<file path="src/rtl/johnson_updown_counter.sv">
// johnson_updown_counter: bidirectional Johnson ring with load, enable, wrap pulse and illegal-code recovery
module johnson_updown_counter #(
    parameter int WIDTH = 4,
    parameter int IDXW = $clog2(2 * WIDTH)
) (
    input  logic             clk,
    input  logic             reset,
    input  logic             en,
    input  logic             dir,
    input  logic             load,
    input  logic [WIDTH-1:0] load_val,
    output logic [WIDTH-1:0] signal,
    output logic [IDXW-1:0]  index,
    output logic             wrap,
    output logic             err
);
    localparam logic [IDXW-1:0] LAST = IDXW'(2 * WIDTH - 1);
    // A legal Johnson code has at most one boundary between adjacent differing bits
    function automatic logic legal(input logic [WIDTH-1:0] v);
        return $countones(v[WIDTH-1:1] ^ v[WIDTH-2:0]) <= 1;
    endfunction
    function automatic logic [IDXW-1:0] pos(input logic [WIDTH-1:0] v);
        return v[WIDTH-1] ? IDXW'(2 * WIDTH - $countones(v)) : IDXW'($countones(v));
    endfunction
    logic [WIDTH-1:0] sig_n;
    logic             wrap_n;
    logic             err_n;
    always_comb begin
        sig_n  = signal;
        wrap_n = 1'b0;
        err_n  = 1'b0;
        if (load) begin
            sig_n = legal(load_val) ? load_val : '0;
            err_n = !legal(load_val);
        end else if (!legal(signal)) begin
            sig_n = '0;
            err_n = 1'b1;
        end else if (en) begin
            sig_n  = dir ? {signal[WIDTH-2:0], ~signal[WIDTH-1]} : {~signal[0], signal[WIDTH-1:1]};
            wrap_n = dir ? index == LAST : index == '0;
        end
    end
    // Index is derived from the next code so it is registered in step with signal
    always_ff @(posedge clk or negedge reset) begin
        if (!reset) begin
            signal <= '0;
            index  <= '0;
            wrap   <= 1'b0;
            err    <= 1'b0;
        end else begin
            signal <= sig_n;
            index  <= pos(sig_n);
            wrap   <= wrap_n;
            err    <= err_n;
        end
    end
endmodule

</file>
<file path="config.mk">
export PLATFORM = sky130hd
export DESIGN_NAME = johnson_updown_counter
export DESIGN_NICKNAME = d
export VERILOG_FILES = /design/src/rtl/johnson_updown_counter.sv
export SDC_FILE = /design/constraint.sdc
export NUM_CORES = 1
export LEC_CHECK = 0
export BUFFER_PORTS_ARGS = -buffer_cell sky130_fd_sc_hd__buf_2
export CAP_MARGIN = 30
export CORE_AREA = 2 2 39 41
export DETAILED_ROUTE_END_ITERATION = 7
export DIE_AREA = 0 0 41 43
export GPL_ROUTABILITY_DRIVEN = 0
export GPL_TIMING_DRIVEN = 1
export PLACE_DENSITY = 0.68
export SETUP_SLACK_MARGIN = 0.1
export SLEW_MARGIN = 15
export SYNTH_ARGS = -nofsm -noshare
export SYNTH_HDL_FRONTEND = slang
export SYNTH_SLANG_ARGS = --single-unit
</file>
<file path="constraint.sdc">
create_clock -name clk -period 4.7 [get_ports clk]
set_input_delay 0.705 -clock clk [delete_from_list [all_inputs] [get_ports clk]]
set_output_delay 0.705 -clock clk [all_outputs]
set_load 0.05 [all_outputs]
</file>
* Word-level counts from Yosys, hierarchy flattened *
Cells that the tools add are included.

storage, ports and cells
  bits of input ports = 9
  output and inout port bits = 9
  bits in read-only memories = 0
  register bits = 9
  logic and storage cells = 33
  memories kept = 0
  bits in latches = 0
  memory bits (writable) = 0

cells by class
  multiply operators = 0
  multiplexer cells = 12
  eq/ne operators = 1
  shift-type cells = 0
  magnitude comparators = 2
  divide/modulo/power cells = 0
  reduce and logical (&&, ||, !) cells = 2
  bitwise gates (word level) = 4
  $add $sub $neg = 8

operators by type and width
  operator             number
  $mux 4               5
  $add 1x1->2          4
  $add 2x1->3          2
  $le 3x1->1 const B   2
  $mux 1               6
  $xor 3x3->3          2
  $add 2x2->3          1
  $eq 3x3->1 const B   1
  $logic_not 3->1      1
  $mux 3               1
  $sub 1x3->3 const A  1
  $not 1->1            2
  $logic_not 1->1      1

* Logic depth before layout (Yosys ltp) *
  depth after elaboration = 10
  depth in mapped cells = 13
  gate-level depth less buffers = 13

* Worst setup path before layout *
No wires, ideal clock.

  kind = reg-to-reg
  start = register signal[1]
  end = register index[1]
  required time = 4.575 ns
  path buffers = 0
  stages on the path, launching flop included = 13
  setup time = 0.125 ns
  arrival time = 3.030 ns
  slack = 1.545 ns
  clock period less this slack = 3.155 ns
  path through = dfrtp_1 > xor2_1 > ha_1 > a211oi_4 > a32o_1 > inv_1 > fa_1 > inv_1 > ha_1 > nand2_1 > a211oi_1 > a41o_1 > xnor2_1

on the way
  cells in the longest elaborated chain, start to end = 10
  elaborated cells on any way between the ends = 13
  classes of those cells = 6 x add/sub; 1 x order compare; 5 x mux; 1 x bitwise

RTL lines
  item                               RTL line  RTL
  start, declared                    12        output logic [WIDTH-1:0] signal,
  start signal, assigned             51        signal <= sig_n;
  $xor 3x3->3 (*)                    20        return $countones(v[WIDTH-1:1] ^ v[WIDTH-2:0]) <= 1;
  $add 1x1->2 (*)                    20
  $add 2x1->3 (*)                    20
  $le 3x1->1 (*)                     20
  $mux 4 (*)                         35        end else if (!legal(signal)) begin
  $mux 4 (*)                         32        if (load) begin
  via sig_n[3]                       25        logic [WIDTH-1:0] sig_n;
  $add 1x1->2 (not written as such)  23        return v[WIDTH-1] ? IDXW'(2 * WIDTH - $countones(v)) : IDXW'($countones(v));
  $add 2x2->3 (not written as such)  23
  $sub 1x3->3                        23
  $mux 3 (*)                         23
  end signal, assigned               52        index <= pos(sig_n);
  end, declared                      13        output logic [IDXW-1:0] index,

The timed path passes the listed nets; every way through them passes the cells marked *.

* Final worst setup path *
  start = input port load_val[0]
  end = register index[1]

on the way
  cells in the longest elaborated chain, start to end = 10
  elaborated cells on any way between the ends = 11
  classes of those cells = 6 x add/sub; 1 x order compare; 3 x mux; 1 x bitwise

RTL lines
  item                               RTL line  RTL
  start, declared                    11        input logic [WIDTH-1:0] load_val,
  $xor 3x3->3 (*)                    20
  $add 1x1->2 (*)                    20
  $add 2x1->3 (*)                    20
  $le 3x1->1 (*)                     20
  $mux 4 (*)                         33        sig_n = legal(load_val) ? load_val : '0;
  $mux 4 (*)                         32
  via sig_n[3]                       25
  $add 1x1->2 (not written as such)  23
  $add 2x2->3 (not written as such)  23
  $sub 1x3->3                        23
  $mux 3 (*)                         23

Marked as above.

==> impl_metrics.ini <==
[power_and_ir_drop]
p_leak_nw = 0.366
ir_drop_uv = 302
power_density_nw_per_um2 = 845

[sta]
rsz0062_at_grt = no
fmax_mhz = 301
layout_setup_ws_ns = 1.38
relSlewSlack_pct = 61.8
worst_pin_slew_ns = 0.573
finalSetupViolCount = 0
slew_violations = 0
finClkSkew_ns = 0.00313
fin_crit_ns = 3.32
setup_tns_ns = 0
hold_viol_final = 0
holdWs_ns = 0.269
fin_crit_sh_pct = 70.6

[worst_setup_path]
cp.required_ns = 4.89
cp-end-kind = flip-flop
critPathMaxStageDelay_ns = 0.50
path_max_fanout = 7
worst_ep_arrival_time_ns = 3.51
crit_type = in2reg
worst_setup_path_start_kind = primary input
reg2reg_depth = 12
path_cells = buf_2 > xor2_1 > ha_1 > nand2b_1 > a21oi_1 > a32o_1 > inv_1 > fa_1 > inv_1 > ha_1 > nand2_1 > a211oi_1 > a41o_1 > xnor2_1
slowest_stage = fa_1

[yosys]
syn_area_um2 = 583
ys_seq_elements = 9
synth.avg_cell_area_um2 = 10.6
syn_nets = 68
yosysSeqAreaShare_pct = 38.6
ys_warn_count = 0
ys_types = 26
syn-instance-count = 55

[floorplan]
dieArea_um2 = 1760
initial_utilization_pct = 42.1
rows = 14
fp.dieW_um = 41
ioPinCount = 18
die_h_um = 43
core-area_um2 = 1380

[global_routing]
grtUsageTotal_pct = 16.9
grt_max_degree = 10
grt_pass1_vias = 502
overflow = 0
grt_pass1_wl_mm = 1.95
grt_antenna_before_repair = 0

[placement]
portBuffers = 17
post-dp-hpwl_um = 927
dp_worst_setup_slack_ns = 1.11

[routing]
wl_per_cell_um = 13.0
routed-via-count = 511
initialDrtViolationCount = 5
drt_wl_total_mm = 1.18
via_per_inst = 5.62
postRouteAntennaNets = 0
dr.pass1.iters = 4
drcViolationCount = 0

[job]
maxCapViolCount = 0

[cells_and_area]
nNetsFinal = 89
n_antenna_cell = 0
syn_to_final_growth_pct = 22.1
drive_gt1_share_pct = 33.3

[clock_network]
post-cts-setup-buffer-count = 0
clock_path_buffers = 2
htreeDepth = 1
cts_resized = 0
cts_root_buffer = clkbuf_4
cts_tree = built
hold_buffers = 0
cts_buffers = 3
cts.sinks = 9
clock_latency_ns = 0.27
clkTransAtPathRegs_ns = 0.06

[hold_path]
hold_path_class = in2async

[status]
status = finished clean
==> power by group <==
| part | internal [mW] | switching [mW] | total, mW |
|---|---|---|---|
| Sequential | 0.114 | 0.0345 | 0.148 |
| Clock | 0.0315 | 0.0292 | 0.0607 |
| Combinational | 0.133 | 0.260 | 0.392 |
| Total | 0.278 | 0.323 | 0.601 |
==> cell usage in the layout, fill, tap and decap left out <==
cell type / instances
nand4_1: 1
inv_1: 3
o211ai_1: 1
a21oi_1: 3
nand2b_1: 1
nor2_1: 3
buf_2: 17
mux2i_1: 2
fa_1: 1
clkbuf_4: 3
a22oi_1: 1
o21a_1: 1
o21ai_0: 2
dfrtp_1: 9
or2_2: 1
a41o_1: 1
mux2_2: 1
xnor2_1: 1
nand2_1: 4
a22o_1: 2
o41ai_1: 1
a211oi_4: 1
and3_2: 1
clkinv_2: 1
xor2_1: 7
a211oi_1: 1
a32o_1: 2
ha_1: 3
==> cells by family after synthesis <==
kind of cell               Yosys count  share of synthesized area, %
AOI/OAI and AO/OA                   16                          22.5
and+or+nand+nor                     11                          9.01
adders and majority gates            4                          9.87
xor gates and xnor gates             8                          12.0
muxes                                3                          5.36
buffers and inverters                4                          2.57
DFF                                  9                          38.6
==> layer usage <==
metal	up-vias	track usage (%)	part of all wire, %
li1	243	-	-
met1	250	19.2	43
met2	13	24.7	49
met3	5	3.66	3.5
met4	0	15.3	4.4
met5	-	0	0
==> synth_stat cells (all sizes together) <==
cell,count,share of area (%)
a211oi,2,4.7
a21oi,3,2.6
a22o,2,3.0
a22oi,1,1.3
a32o,2,3.4
a41o,1,1.7
and3,1,1.3
clkbuf,1,0.64
dfrtp,9,39
fa,1,3.4
ha,3,6.4
inv,3,1.9
mux2,1,1.9
mux2i,2,3.4
nand2,4,2.6
nand2b,1,1.1
nand4,1,1.1
nor2,3,1.9
o211ai,1,1.3
o21a,1,1.3
o21ai,2,1.7
o41ai,1,1.5
or2,1,1.1
xnor2,1,1.5
xor2,7,11
==> worst paths after layout <==
| check | start | slack (ns) | to |
|---|---|---|---|
| max | load_val[0] | 1.38 | index[1] |
| max reg2reg | signal[2] | 1.49 | index[1] |
| min | reset | 0.27 | err |
| min reg2reg | index[2] | 0.67 | wrap |
| min in group clk | index[2] | 0.67 | wrap |
| max in group asynchronous | reset | 4.26 | signal[1] |
==> per-stage QoR <==
| stage | power (mW) | utilization [%] | instance area, um^2 | std cells |
|---|---|---|---|---|
| 2_1_floorplan | 0.460 | - | 583 | 55 |
| 3_3_place_gp | 0.539 | 49.5 | 684 | 87 |
| 3_5_place_dp | 0.544 | 49.5 | 684 | 87 |
| 4_1_cts | 0.607 | 51.4 | 712 | 91 |
| 5_1_grt | 0.648 | 51.4 | 712 | 91 |
| 6_report | 0.601 | 51.4 | 712 | 91 |
==> flip-flops by register name, summed over array words and instances (netlist names) <==
register  cells
signal        4
index         3
wrap          1
err           1
==> critical path, delay by kind of cell <==
family / cells / cell delay [ns]
fa+ha+maj: 3 / 0.99
buf+inv: 3 / 0.23
xor+xnor: 2 / 0.27
compound gates: 4 / 1.10
simple gates: 2 / 0.21
==> area by class of cell <==
| type | count | area (um^2) |
|---|---|---|
| inverter | 3 | 11.3 |
| clock buffer | 3 | 22.5 |
| multi-input combinational | 42 | 343 |
| fill | 141 | 672 |
| sequential | 9 | 225 |
| tap | 16 | 20.0 |
| timing repair buffer | 17 | 85.1 |
| clock inverter | 1 | 5.00 |
Power figures use the tool's default switching activity.
